**config.mk**
```make
export PLATFORM = sky130hd
export DESIGN_NAME = uart_at_sequencer
export DESIGN_NICKNAME = d
export VERILOG_FILES = /design/src/rtl/uart_at_sequencer_pkg.sv /design/src/rtl/uart_at_sequencer_tx_handshake.sv /design/src/rtl/uart_at_sequencer.sv
export SDC_FILE = /design/constraint.sdc
export NUM_CORES = 1
export LEC_CHECK = 0
export CORE_UTILIZATION = 45
export CTS_CLUSTER_SIZE = 30
export DETAILED_ROUTE_END_ITERATION = 6
export HOLD_SLACK_MARGIN = 0.1
export PLACE_DENSITY = 0.65
export SYNTH_ARGS = -nofsm -noshare
export SYNTH_HDL_FRONTEND = slang
export SYNTH_SLANG_ARGS = --single-unit
```
**constraint.sdc**
```tcl
create_clock -name i_Clock -period 9.18 [get_ports i_Clock]
set_input_delay 1.836 -clock i_Clock [delete_from_list [all_inputs] [get_ports i_Clock]]
set_output_delay 1.836 -clock i_Clock [all_outputs]
set_load 0.02 [all_outputs]
```
**src/rtl/uart_at_sequencer_pkg.sv**
```systemverilog
// Shared definitions for the AT-command UART sequencer: state encoding,
// ASCII framing constants and the payload size limit.
package uart_at_sequencer_pkg;

   // One encoding shared by the outer sequencer and the byte handshake,
   // so the debug state output can report either without translation.
   typedef enum logic [2:0] {
      ST_IDLE      = 3'd0,
      ST_ISSUE     = 3'd1,
      ST_WAIT_ACT  = 3'd2,
      ST_WAIT_DONE = 3'd3,
      ST_NEXT      = 3'd4,
      ST_GAP       = 3'd5
   } state_t;

   localparam int          MAX_LEN     = 16;
   localparam logic [4:0]  MAX_LEN_W   = 5'd16;

   localparam logic [63:0] AT_SEND     = "AT+SEND=";
   localparam logic [7:0]  ASCII_COMMA = 8'h2C;
   localparam logic [7:0]  ASCII_CR    = 8'h0D;
   localparam logic [7:0]  ASCII_LF    = 8'h0A;
   localparam logic [7:0]  ASCII_ZERO  = 8'h30;
   localparam logic [7:0]  ASCII_ONE   = 8'h31;

   // Character i (0 = 'A') of the fixed "AT+SEND=" prefix.
   function automatic logic [7:0] prefix_char(input logic [2:0] i);
      return AT_SEND[{3'd7 - i, 3'b000} +: 8];
   endfunction

endpackage

```
**src/rtl/uart_at_sequencer_tx_handshake.sv**
```systemverilog
// Per-byte handshake with the UART transmitter: status synchronizers,
// done-edge detect, DV/byte hold and the per-byte timeout.
//
// Handshake: a one-cycle launch loads launch_data and raises tx_dv; tx_dv
// and tx_byte stay fixed until the synchronized tx_active is seen high,
// then tx_dv drops and the next synchronized rising edge of tx_done ends
// the byte (byte_done pulse). If neither arrives within TIMEOUT_CLKS cycles
// of the launch, tx_dv is dropped and timeout pulses instead. Launches are
// only honoured while the handshake is idle.
module uart_tx_handshake
   import uart_at_sequencer_pkg::*;
#(
   parameter int TIMEOUT_CLKS = 100000
)
(
   input  logic       clk,
   input  logic       rst_n,
   input  logic       launch,
   input  logic [7:0] launch_data,
   input  logic       tx_active,
   input  logic       tx_done,
   output logic       tx_dv,
   output logic [7:0] tx_byte,
   output logic       byte_done,
   output logic       timeout,
   output state_t     hs_state
);

   localparam int            TW         = $clog2(TIMEOUT_CLKS + 1);
   localparam logic [TW-1:0] TIMER_LAST = TW'(TIMEOUT_CLKS - 1);

   logic [1:0]    act_sync;
   logic [1:0]    done_sync;
   logic          done_prev;
   logic          act_seen;
   logic          done_rise;
   logic [TW-1:0] timer;

   // Two-flop synchronizers for both status lines plus a done history flop.
   always_ff @(posedge clk or negedge rst_n) begin
      if (!rst_n) begin
         act_sync  <= '0;
         done_sync <= '0;
         done_prev <= 1'b0;
      end else begin
         act_sync  <= {act_sync[0], tx_active};
         done_sync <= {done_sync[0], tx_done};
         done_prev <= done_sync[1];
      end
   end

   assign act_seen  = act_sync[1];
   assign done_rise = done_sync[1] & ~done_prev;

   // Byte handshake FSM; the timer restarts on every launch and covers both waits.
   always_ff @(posedge clk or negedge rst_n) begin
      if (!rst_n) begin
         hs_state  <= ST_IDLE;
         tx_dv     <= 1'b0;
         tx_byte   <= 8'h00;
         byte_done <= 1'b0;
         timeout   <= 1'b0;
         timer     <= '0;
      end else begin
         byte_done <= 1'b0;
         timeout   <= 1'b0;
         case (hs_state)
            ST_IDLE: begin
               if (launch) begin
                  tx_dv    <= 1'b1;
                  tx_byte  <= launch_data;
                  timer    <= '0;
                  hs_state <= ST_ISSUE;
               end
            end
            ST_ISSUE, ST_WAIT_ACT: begin
               timer <= timer + 1'b1;
               if (act_seen) begin
                  tx_dv    <= 1'b0;
                  hs_state <= ST_WAIT_DONE;
               end else if (hs_state == ST_WAIT_ACT && timer >= TIMER_LAST) begin
                  tx_dv    <= 1'b0;
                  timeout  <= 1'b1;
                  hs_state <= ST_IDLE;
               end else begin
                  hs_state <= ST_WAIT_ACT;
               end
            end
            ST_WAIT_DONE: begin
               timer <= timer + 1'b1;
               if (done_rise) begin
                  byte_done <= 1'b1;
                  hs_state  <= ST_IDLE;
               end else if (timer >= TIMER_LAST) begin
                  timeout  <= 1'b1;
                  hs_state <= ST_IDLE;
               end
            end
            default: begin
               tx_dv    <= 1'b0;
               hs_state <= ST_IDLE;
            end
         endcase
      end
   end

endmodule

```
**src/rtl/uart_at_sequencer.sv**
```systemverilog
// Sends "AT+SEND=<addr>,<len>,<payload>\r\n" from a 16-byte buffer through
// a UART transmitter, one byte per handshake, followed by an idle gap.
module uart_at_sequencer
   import uart_at_sequencer_pkg::*;
#(
   parameter int NODE_ADDR    = 0,
   parameter int GAP_CLKS     = 1000,
   parameter int TIMEOUT_CLKS = 100000
)
(
   input  logic       i_Clock,
   input  logic       i_Rst_n,
   input  logic       i_Start,
   input  logic [4:0] i_Len,
   input  logic       i_Wr_En,
   input  logic [3:0] i_Wr_Addr,
   input  logic [7:0] i_Wr_Data,
   output logic       o_Tx_DV,
   output logic [7:0] o_Tx_Byte,
   input  logic       i_Tx_Active,
   input  logic       i_Tx_Done,
   output logic       o_Busy,
   output logic       o_Msg_Done,
   output logic       o_Err,
   output state_t     o_State
);

   localparam int            GW        = $clog2(GAP_CLKS + 1);
   localparam logic [GW-1:0] GAP_LAST  = GW'(GAP_CLKS - 1);
   localparam logic [7:0]    NODE_CHAR = ASCII_ZERO + 8'(NODE_ADDR);

   logic [7:0]    payload [MAX_LEN];
   state_t        state;
   logic [4:0]    len_q;
   logic [4:0]    idx;
   logic          launch;
   logic [GW-1:0] gap_cnt;
   logic          aborted;
   logic          err_q;

   logic          two_digit;
   logic [4:0]    pay_start;
   logic [4:0]    pay_end;
   logic [4:0]    last_idx;
   logic [3:0]    pay_idx;
   logic [7:0]    msg_byte;

   logic          hs_byte_done;
   logic          hs_timeout;
   state_t        hs_state;

   // Payload buffer: writable only while no message is in flight; not reset.
   always_ff @(posedge i_Clock) begin
      if (i_Wr_En && !o_Busy) begin
         payload[i_Wr_Addr] <= i_Wr_Data;
      end
   end

   // Message layout: prefix 0..7, addr 8, comma 9, length digits from 10,
   // comma, payload, CR, LF.
   always_comb begin
      two_digit = (len_q >= 5'd10);
      pay_start = two_digit ? 5'd13 : 5'd12;
      pay_end   = pay_start + len_q;
      last_idx  = pay_end + 5'd1;
      pay_idx   = 4'(idx - pay_start);
      msg_byte  = ASCII_LF;
      if (idx < 5'd8) begin
         msg_byte = prefix_char(idx[2:0]);
      end else if (idx == 5'd8) begin
         msg_byte = NODE_CHAR;
      end else if (idx == 5'd9) begin
         msg_byte = ASCII_COMMA;
      end else if (idx == 5'd10) begin
         msg_byte = two_digit ? ASCII_ONE : ASCII_ZERO + {3'b000, len_q};
      end else if (idx == 5'd11 && two_digit) begin
         msg_byte = ASCII_ZERO + {3'b000, len_q - 5'd10};
      end else if (idx == pay_start - 5'd1) begin
         msg_byte = ASCII_COMMA;
      end else if (idx < pay_end) begin
         msg_byte = payload[pay_idx];
      end else if (idx == pay_end) begin
         msg_byte = ASCII_CR;
      end
   end

   // Message sequencer: accepts a request, walks the byte index, enforces the gap.
   always_ff @(posedge i_Clock or negedge i_Rst_n) begin
      if (!i_Rst_n) begin
         state      <= ST_IDLE;
         len_q      <= '0;
         idx        <= '0;
         launch     <= 1'b0;
         gap_cnt    <= '0;
         aborted    <= 1'b0;
         err_q      <= 1'b0;
         o_Busy     <= 1'b0;
         o_Msg_Done <= 1'b0;
      end else begin
         launch     <= 1'b0;
         err_q      <= 1'b0;
         o_Msg_Done <= 1'b0;
         case (state)
            ST_IDLE: begin
               if (i_Start) begin
                  if (i_Len == 5'd0 || i_Len > MAX_LEN_W) begin
                     err_q <= 1'b1;
                  end else begin
                     len_q   <= i_Len;
                     idx     <= '0;
                     aborted <= 1'b0;
                     launch  <= 1'b1;
                     o_Busy  <= 1'b1;
                     state   <= ST_ISSUE;
                  end
               end
            end
            ST_ISSUE: begin
               if (hs_timeout) begin
                  aborted <= 1'b1;
                  gap_cnt <= '0;
                  state   <= ST_GAP;
               end else if (hs_byte_done) begin
                  state <= ST_NEXT;
               end
            end
            ST_NEXT: begin
               if (idx == last_idx) begin
                  gap_cnt <= '0;
                  state   <= ST_GAP;
               end else begin
                  idx    <= idx + 5'd1;
                  launch <= 1'b1;
                  state  <= ST_ISSUE;
               end
            end
            ST_GAP: begin
               if (gap_cnt == GAP_LAST) begin
                  o_Busy     <= 1'b0;
                  o_Msg_Done <= !aborted;
                  state      <= ST_IDLE;
               end else begin
                  gap_cnt <= gap_cnt + 1'b1;
               end
            end
            default: state <= ST_IDLE;
         endcase
      end
   end

   uart_tx_handshake #(
      .TIMEOUT_CLKS(TIMEOUT_CLKS)
   ) u_handshake (
      .clk        (i_Clock),
      .rst_n      (i_Rst_n),
      .launch     (launch),
      .launch_data(msg_byte),
      .tx_active  (i_Tx_Active),
      .tx_done    (i_Tx_Done),
      .tx_dv      (o_Tx_DV),
      .tx_byte    (o_Tx_Byte),
      .byte_done  (hs_byte_done),
      .timeout    (hs_timeout),
      .hs_state   (hs_state)
   );

   // Error pulse covers both an illegal length and a byte timeout.
   assign o_Err   = err_q | hs_timeout;
   // While a byte is in flight, report the handshake's finer-grained state.
   assign o_State = (state == ST_ISSUE && hs_state != ST_IDLE) ? hs_state : state;

endmodule

```
==> metrics, run 1 <==
status finished, final reports clean; area grow syn2layout 13.6%; final period utilization 46.1%; share of power burned in registers 31.1%; drt pass-1 iters 6; Vias/cell 5.84; Tmin final 4.24 ns; die area 20800 µm²; Reg clk slew, reported paths 0.08 ns; Syn Area/Cell 13.7 µm²; met3 GRT Util 4.17%; Num CTS Buffers 17; Worst IR Drop VDD 238 µV; final setup fails 0; # nets final 745; Ys Warns 0; Rel. slew slack 24.4%; total negative slack 0 ns; H-tree levels 4; Die Y 144 µm; CP required 9.46 ns; Sw Share 38.5%; RR Endpoint u_handshake.tx_byte[3]$_DFFE_PN0P_; Mapped Cells 667; first-pass GRT wire length 30800 µm; power density over cell area 345 nW/µm²; crit path to u_handshake.tx_byte[3]$_DFFE_PN0P_; Fmax 0.236 GHz; P_int 2190 µW; met1 Usage GRT 26.2%; Post-Syn Area 9110 µm²; skew final 0.0158 ns; number of distinct library cells after synthesis 82; hpwl dp 12900 µm; Core Area 19700 µm²; Post-CTS Resized 0; vias in the first global route 5674; clock buffer depth 2; ratio of cells with drive above 1 in the final layout 14.5%; flop-to-flop setup slack 4.94 ns; Initial Util 46.3%; clock root cell clkbuf_16; crit path from len_q[2]$_DFFE_PN0P_; ANT cells 0; Seq cells post-synth 190; WS Path Type reg2reg; FF-to-FF Start len_q[2]$_DFFE_PN0P_; clock latency on the worst-skew pair 0.44 ns; Sink Count 190; Hold WC Path Type reg2reg; M2 GR Usage 33.0%; post-synthesis async set-or-reset flop share 32.6%; crit path DAT 4.52 ns; EDFF count, synth 128; PortBufs 37; cts hold-fix bufs 0; CP max FO 33; Placed Area 9700 µm²; combinational share of power 46.9%; Synthesized Nets 716; global-route layer with the greatest usage met2; IO Pins 38; Max Slew Vio Count 0; WL per Instance 19.8 µm; via count 5687; ys flop type edfxtp_1; Placer Congestion 0.912; Worst Setup End Kind register; row count 51; Static Leakage 0.00375 µW; drt first-iter violations 414; Max Cap Violations 0; Seq/Total Area, Yosys 59.2%; worst hold slack 0.359 ns; # Post-CTS Setup Buffers 0; width of the die 144 µm; CTS tree built; GR Util All Layers 19.9%; pin count of the biggest net entering global routing 63; Slew @ Worst Pin 1.13 ns; final hold viol count 0; Reg2Reg Depth 9; critical path startpoint category register; unrepaired setup endpoints after global routing no; final instance area 10300 µm²; Net Sw Power 1380 µW; Routed WL 19300 µm; initial antenna violation count 0; drc violations 0; clock share of power 22.0%; Final ANT Viol Nets 0; Overflow after GRT 0
-- power groups by stage --
stage	clock (µW)	sequential (µW)	combinational (µW)
global placement	0	1120	1640
finish	786	1110	1670
floorplan	0	1080	1380
detailed placement	0	1120	1690
CTS	797	1110	1700
global route	839	1120	1830
-- cells in the final DEF, fill, tap and decap left out, types with 4 or more instances in the layout --
master             n
nor3_2             5
ha_1              25
and2_1             4
mux2_2             6
clkdlybuf4s50_1   36
mux4_2            38
nand2_1           56
nor4_1             6
mux2i_1           11
clkbuf_16         17
o21bai_1           4
buf_4              4
o2bb2ai_1          5
a21o_1             4
dfrtp_1           62
nor2_1            37
nand2b_1          12
nand4_1            5
edfxtp_1         128
a211oi_1           4
xor2_1             5
o31ai_1           12
inv_1             21
nand3_1           25
a21oi_1           24
o211ai_1           7
clkinv_8           4
a31oi_1            5
o21ai_0           27
xnor2_1            4
nor3_1            16
inv_12             6
-- synth_stat cells, types with 4 or more instances --
master / instances / area share [%]
inv_1: 21 / 0.87
nand3_1: 25 / 1.4
o211ai_1: 7 / 0.58
o2bb2ai_1: 5 / 0.48
a31oi_1: 5 / 0.34
nand2_1: 56 / 2.3
dfrtp_1: 62 / 17
ha_1: 26 / 3.6
o21ai_0: 27 / 1.5
mux4_2: 38 / 9.4
and2_1: 4 / 0.27
nand4_1: 5 / 0.34
edfxtp_1: 128 / 42
mux2_2: 6 / 0.74
nor2_1: 37 / 1.5
nand2b_1: 12 / 0.82
a211oi_1: 4 / 0.33
xnor2_1: 4 / 0.38
nor4_1: 6 / 0.41
a21oi_1: 24 / 1.3
clkbuf_1: 17 / 0.70
mux2i_1: 11 / 1.2
buf_2: 5 / 0.27
a21o_1: 4 / 0.33
xor2_1: 5 / 0.48
o31ai_1: 12 / 0.99
o21bai_1: 4 / 0.33
nor3_1: 19 / 1.0
-- kinds of logic after synthesis --
logic type / synth area share (%)
adder cells (fa/ha/maj): 3.57
buffers and inverters: 2.61
multiplexers: 11.3
flip-flops: 59.2
AO/OA/AOI/OAI: 10.4
AND/OR/NAND/NOR: 11.2
XOR/XNOR: 1.59
-- through the flow --
stage               total power [µW]  cells  setup slack [ns]  util [%]
floorplan                       2450    667              5.61         -
global placement                2760    942              5.01      49.3
detailed placement              2810    942              4.89      49.3
CTS                             3600    974              4.87      52.6
global route                    3800    974              4.61      52.6
finish                          3570    974              4.94      52.6
-- area by class of cell --
cell class              instances  area [µm²]
clock buffers                  17         425
fillers                      1653        9310
repair buffers                 41         395
clock inverters                15         220
inverters                      22        83.8
well taps                     265         332
flip-flops and latches        190        5400
multi-input cells             424        3490
-- worst min path at each step --
stage,start,endpoint,slack (ns),cells past startpoint
floorplan,u_handshake.act_sync[0]$_DFF_PN0_,u_handshake.act_sync[1]$_DFF_PN0_,0.33,0
global placement,u_handshake.done_sync[0]$_DFF_PN0_,u_handshake.done_sync[1]$_DFF_PN0_,0.34,0
detailed placement,u_handshake.done_sync[0]$_DFF_PN0_,u_handshake.done_sync[1]$_DFF_PN0_,0.34,0
CTS,u_handshake.act_sync[0]$_DFF_PN0_,u_handshake.act_sync[1]$_DFF_PN0_,0.36,0
global route,u_handshake.act_sync[0]$_DFF_PN0_,u_handshake.act_sync[1]$_DFF_PN0_,0.36,0
finish,u_handshake.act_sync[0]$_DFF_PN0_,u_handshake.act_sync[1]$_DFF_PN0_,0.36,0
-- routing by layer --
metal / vias up / wire, µm
met4: 0 / 318
met2: 138 / 9520
met1: 2883 / 8650
li1: 2645 / -
met5: - / 0
met3: 21 / 811
-- worst max-delay path, cell delays in order, from the launching register on --
cell	delay [ns]
dfrtp_1	0.50
inv_1	0.21
ha_1	0.20
and2b_1	0.23
or3_4	0.37
ha_2	1.10
mux4_2	0.62
mux4_2	0.49
nor4b_2	0.25
o41ai_1	0.09
-- sequential cells by signal, summed over array words and instances, names as in the netlist, 2 cells and up --
signal and flops:
payload 128, idx 5, gap_cnt 10, len_q 5, u_handshake.timer 17, u_handshake.tx_byte 8
u_handshake.done_sync 2, u_handshake.act_sync 2, u_handshake.hs_state 2, state 2
Power figures use the tool's default switching activity.
==> inputs of run 2 (changes only) <==
==> constraint.sdc (replaced) <==
create_clock -name i_Clock -period 4 [get_ports i_Clock]
set_input_delay 0.8 -clock i_Clock [delete_from_list [all_inputs] [get_ports i_Clock]]
set_output_delay 0.8 -clock i_Clock [all_outputs]
set_load 0.02 [all_outputs]
==> run 2 against run 1 <==
Compared with the run above:
- count of clock-buffer cells in the layout stayed put
- sequential power is 120% higher
- utilization increased by 0.42 points
- clock skew is 0.0020 ns lower
- sequential share of layout area fell by 0.41 points
- setup slack got worse by 4.6 ns
- register-to-register slack worse by 4.6 ns
- non-clock buffer count up 11
- die area unchanged
- cell area is 0.80% higher
- hold slack gained 0.0057 ns
- critical path type unchanged
- critical endpoint is now gap_cnt[0]$_DFFE_PN0P_
- largest power group unchanged
==> metrics, run 2 (same netlist as run 1, synthesis figures left out) <==
register with the most flip-flops payload; Max Slew Vio Count 0; Die Y 144 µm; # nets final 756; power density over cell area 805 nW/µm²; most frequent cells in the layout edfxtp_1 (128), dfrtp_1 (62), nand2_1 (56), mux4_2 (38), nor2_1 (37); Vias/cell 5.84; die area 20800 µm²; Reg clk slew, reported paths 0.08 ns; final setup fails 0; cts hold-fix bufs 0; Initial Util 46.3%; Hold WC Path Type reg2reg; Sw Share 38.4%; Max Cap Violations 0; crit path from len_q[2]$_DFFE_PN0P_; clock buffer depth 2; Tot Pwr 8390 µW; unrepaired setup endpoints after global routing no; Rel. slew slack 24.8%; Overflow after GRT 0; width of the die 144 µm; pin count of the biggest net entering global routing 49; CP required 4.33 ns; row count 51; first-pass GRT wire length 31900 µm; GR Util All Layers 20.6%; dpl ws 0.325 ns; Static Leakage 0.00380 µW; final period utilization 92.0%; FF-to-FF Start len_q[2]$_DFFE_PN0P_; critical path startpoint category register; H-tree levels 4; drt first-iter violations 388; drt pass-1 iters 5; Tmin final 3.68 ns; Num CTS Buffers 17; clock root cell clkbuf_16; final instance area 10400 µm²; Post-CTS Resized 0; ANT cells 0; Core Area 19700 µm²; P_int 5160 µW; Sink Count 190; via count 5748; # fillers 1664; Worst IR Drop VDD 484 µV; initial antenna violation count 0; max reg flops 128; status finished, final reports clean; fin worst setup slack 0.321 ns; WL per Instance 20.2 µm; hold path start u_handshake.act_sync[0]$_DFF_PN0_; Placer Congestion 0.911; ratio of cells with drive above 1 in the final layout 15.4%; combinational share of power 49.0%; most common cell after layout, fill and taps aside edfxtp_1; hpwl dp 13500 µm; # Post-CTS Setup Buffers 0; Routed WL 19900 µm; skew final 0.0138 ns; clock share of power 21.4%; PortBufs 37; Fmax 0.272 GHz; Final ANT Viol Nets 0; vias in the first global route 5731; IO Pins 38; share of power burned in registers 29.5%; area grow syn2layout 14.5%; Placed Area 9790 µm²; WS Path Type reg2reg; biggest registers after layout payload: 128 flops, u_handshake.timer: 17 flops, gap_cnt: 10 flops; clock latency on the worst-skew pair 0.44 ns; Worst Setup End Kind register; drc violations 0; final hold viol count 0; CP max FO 8; Slew @ Worst Pin 1.13 ns; CTS tree built; crit path DAT 4.01 ns; total negative slack 0 ns; Net Sw Power 3230 µW
-- run 2: worst max-delay path, stage by stage, from the launching register on --
cell,delay (ns)
dfrtp_1,0.39
inv_1,0.15
ha_1,0.20
and2b_1,0.23
or3_4,0.37
ha_1,0.23
ha_1,0.35
ha_1,0.21
or3b_4,0.40
o31ai_4,0.21
xnor2_2,0.16
o2111a_4,0.29
o21ai_4,0.11
mux2_2,0.28
-- run 2: path summary, 6_finish.rpt --
| kind | endpoint | slack, ns | cells after the start |
|---|---|---|---|
| worst min-delay path | u_handshake.act_sync[1]$_DFF_PN0_ | 0.36 | 0 |
| worst max register to register | gap_cnt[0]$_DFFE_PN0P_ | 0.32 | 13 |
| min in group asynchronous | gap_cnt[7]$_DFFE_PN0P_ | 0.56 | 1 |
| max in group asynchronous | u_handshake.timer[4]$_DFFE_PN0P_ | 2.58 | 2 |
| worst min register to register | u_handshake.act_sync[1]$_DFF_PN0_ | 0.36 | 0 |
| worst max-delay path | gap_cnt[0]$_DFFE_PN0P_ | 0.32 | 13 |
-- run 2: through the flow --
| stage | instances | hold WS (ns) | utilization, % |
|---|---|---|---|
| floorplan | 667 | 0.331 | - |
| global placement | 953 | 0.344 | 49.8 |
| detailed placement | 953 | 0.346 | 49.8 |
| CTS | 985 | 0.373 | 53.0 |
| global route | 985 | 0.381 | 53.0 |
| finish | 985 | 0.364 | 53.0 |
-- run 2: final cells by class --
cell class                 count  area, µm²  share of cell area, %
multi-input combinational    424       3480                   33.3
timing repair buffer          52        503                   4.82
sequential                   190       5400                   51.7
inverter                      22       83.8                  0.804
clock inverter                15        210                   2.02
tap                          265        332                   3.18
clock buffer                  17        425                   4.08
-- run 2: power groups by stage --
stage	Combinational [µW]	Sequential, µW	Clock, µW
after floorplan	3160	2470	0
after global placement	4060	2500	0
after detailed placement	4130	2510	0
after CTS	4160	2470	1820
after global routing	4480	2500	1900
final	4110	2480	1800
-- run 2: routing by layer --
metal	routed length, µm	global-route usage [%]	part of all wire (%)
met1	8610	27.4	43
met5	0	0	0
met3	1030	4.50	5.2
met2	10000	34.3	50
met4	207	4.76	1.0
==> inputs of run 3 (changes only) <==
--- a/config.mk
+++ b/config.mk
@@ -9,7 +9,9 @@
 export CTS_CLUSTER_SIZE = 30
 export DETAILED_ROUTE_END_ITERATION = 6
 export HOLD_SLACK_MARGIN = 0.1
+export MAX_ROUTING_LAYER = met4
 export PLACE_DENSITY = 0.65
+export SETUP_SLACK_MARGIN = 0.05
 export SYNTH_ARGS = -nofsm -noshare
 export SYNTH_HDL_FRONTEND = slang
 export SYNTH_SLANG_ARGS = --single-unit
==> run 3 against run 2 <==
Compared with the run above:
- clock power fell by 4%
- critical path depth unchanged
- clock skew increased by 0.0033 ns
- flip-flop and latch count unchanged
- critical path type unchanged
- largest cell class unchanged
==> metrics, run 3 (same netlist as run 1, synthesis figures left out) <==
Num CTS Buffers 17; M2 GR Usage 33.8%; drt first-iter violations 429; first-pass GRT wire length 31300 µm; Rel. slew slack 31.1%; clock buffer depth 2; WL per Instance 20.0 µm; die area 20800 µm²; final period utilization 92.5%; Finished Core Util 53.0%; Fmax 0.270 GHz; Post-CTS Resized 0; slowest stage delay, CP 0.40 ns; # Post-CTS Setup Buffers 0; initial antenna violation count 0; Multi-input gate area 3480 µm²; global-route layer with the greatest usage met2; register with the most flip-flops payload; Slew @ Worst Pin 1.03 ns; final hold viol count 0; ratio of cells with drive above 1 in the final layout 15.3%; H-tree levels 4; CP bufs+invs 1; crit path DAT 4.03 ns; Final ANT Viol Nets 0; skew final 0.0171 ns; unrepaired setup endpoints after global routing no; IO Pins 38; Reg clk slew, reported paths 0.08 ns; row count 51; vias in the first global route 5786; Initial Util 46.3%; Most common cell on crit path ha_1; pin count of the biggest net entering global routing 36; Tmin final 3.70 ns; area grow syn2layout 14.3%; Vias/cell 5.84; Worst IR Drop VDD 679 µV; fin cells 984; Worst Setup End Kind register; power density over cell area 797 nW/µm²; # fillers 1663; via count 5747; CTS tree built; Sink Count 190; Register Area 5400 µm²; GR Util All Layers 20.8%; status finished, final reports clean; CP required 4.33 ns; Core Area 19700 µm²; dpl cells 952; drc violations 0; CP delay by family, top adder cells; hpwl dp 13500 µm; drt pass-1 iters 5; width of the die 144 µm; clock root cell clkbuf_16; final setup fails 0; CP max stage cell or3b_4; max reg flops 128; most common cell after layout, fill and taps aside edfxtp_1; Hold WC Path Type reg2reg; met1 Usage GRT 26.2%; Die Y 144 µm; Placer Congestion 0.876; # nets final 755; CP max FO 8; ANT cells 0; PortBufs 37; met3 GRT Util 3.77%; Static Leakage 0.00379 µW; critical path startpoint category register; Max Cap Violations 0; clock latency on the worst-skew pair 0.45 ns; Max Slew Vio Count 0; total negative slack 0 ns; Routed WL 19600 µm; Tot Pwr 8300 µW; cts hold-fix bufs 0; most frequent cells in the layout edfxtp_1 (128), dfrtp_1 (62), nand2_1 (56), mux4_2 (38), nor2_1 (37); biggest registers after layout payload: 128 flops, u_handshake.timer: 17 flops, gap_cnt: 10 flops; WS Path Type reg2reg; worst path cell trace inv_1 -> ha_1 -> and2b_1 -> or3_4 -> ha_1 -> ha_1 -> ha_1 -> or3b_4 -> o31ai_4 -> xnor2_2 -> o2111a_4 -> o21ai_4 -> mux2_2; Overflow after GRT 0
-- run 3: worst register-to-register path, stage by stage (launching register included) --
cell,delay [ns]
dfrtp_1,0.39
inv_1,0.16
ha_1,0.19
and2b_1,0.23
or3_4,0.36
ha_1,0.23
ha_1,0.37
ha_1,0.23
or3b_4,0.40
o31ai_4,0.21
xnor2_2,0.16
o2111a_4,0.29
o21ai_4,0.10
mux2_2,0.28
-- run 3: area by class of cell --
class / count / share of cell area, %
clock inverters: 15 / 1.97
flip-flops and latches: 190 / 51.8
clock buffers: 17 / 4.09
inverters: 22 / 0.805
multi-input cells: 424 / 33.4
repair buffers: 51 / 4.76
well taps: 265 / 3.18
-- run 3: metal layers --
layer	up-vias	routed length [µm]
li1	2662	-
met1	2883	8660
met2	176	9790
met3	26	857
met4	0	336
met5	-	0
-- run 3: final timing paths --
kind / startpoint / endpoint / slack (ns) / cells after the start
setup / recovery: len_q[2]$_DFFE_PN0P_ / gap_cnt[0]$_DFFE_PN0P_ / 0.30 / 13
hold / removal: u_handshake.act_sync[0]$_DFF_PN0_ / u_handshake.act_sync[1]$_DFF_PN0_ / 0.36 / 0
setup reg to reg: len_q[2]$_DFFE_PN0P_ / gap_cnt[0]$_DFFE_PN0P_ / 0.30 / 13
hold reg to reg: u_handshake.act_sync[0]$_DFF_PN0_ / u_handshake.act_sync[1]$_DFF_PN0_ / 0.36 / 0
max in group asynchronous: i_Rst_n / u_handshake.tx_byte[0]$_DFFE_PN0P_ / 2.67 / 2
min in group asynchronous: i_Rst_n / gap_cnt[7]$_DFFE_PN0P_ / 0.42 / 1
-- run 3: power by group --
part	internal [µW]	switching, µW
registers	2250	241
clock network	862	869
logic	2020	2060
total	5140	3170
-- run 3: metrics by stage --
| stage | setup WS [ns] | cell area (µm²) | hold WS (ns) |
|---|---|---|---|
| after floorplan | 0.435 | 9110 | 0.331 |
| after global placement | 0.415 | 9780 | 0.344 |
| after detailed placement | 0.331 | 9780 | 0.347 |
| after CTS | 0.316 | 10400 | 0.358 |
| after global routing | 0.0897 | 10400 | 0.367 |
| final | 0.299 | 10400 | 0.356 |
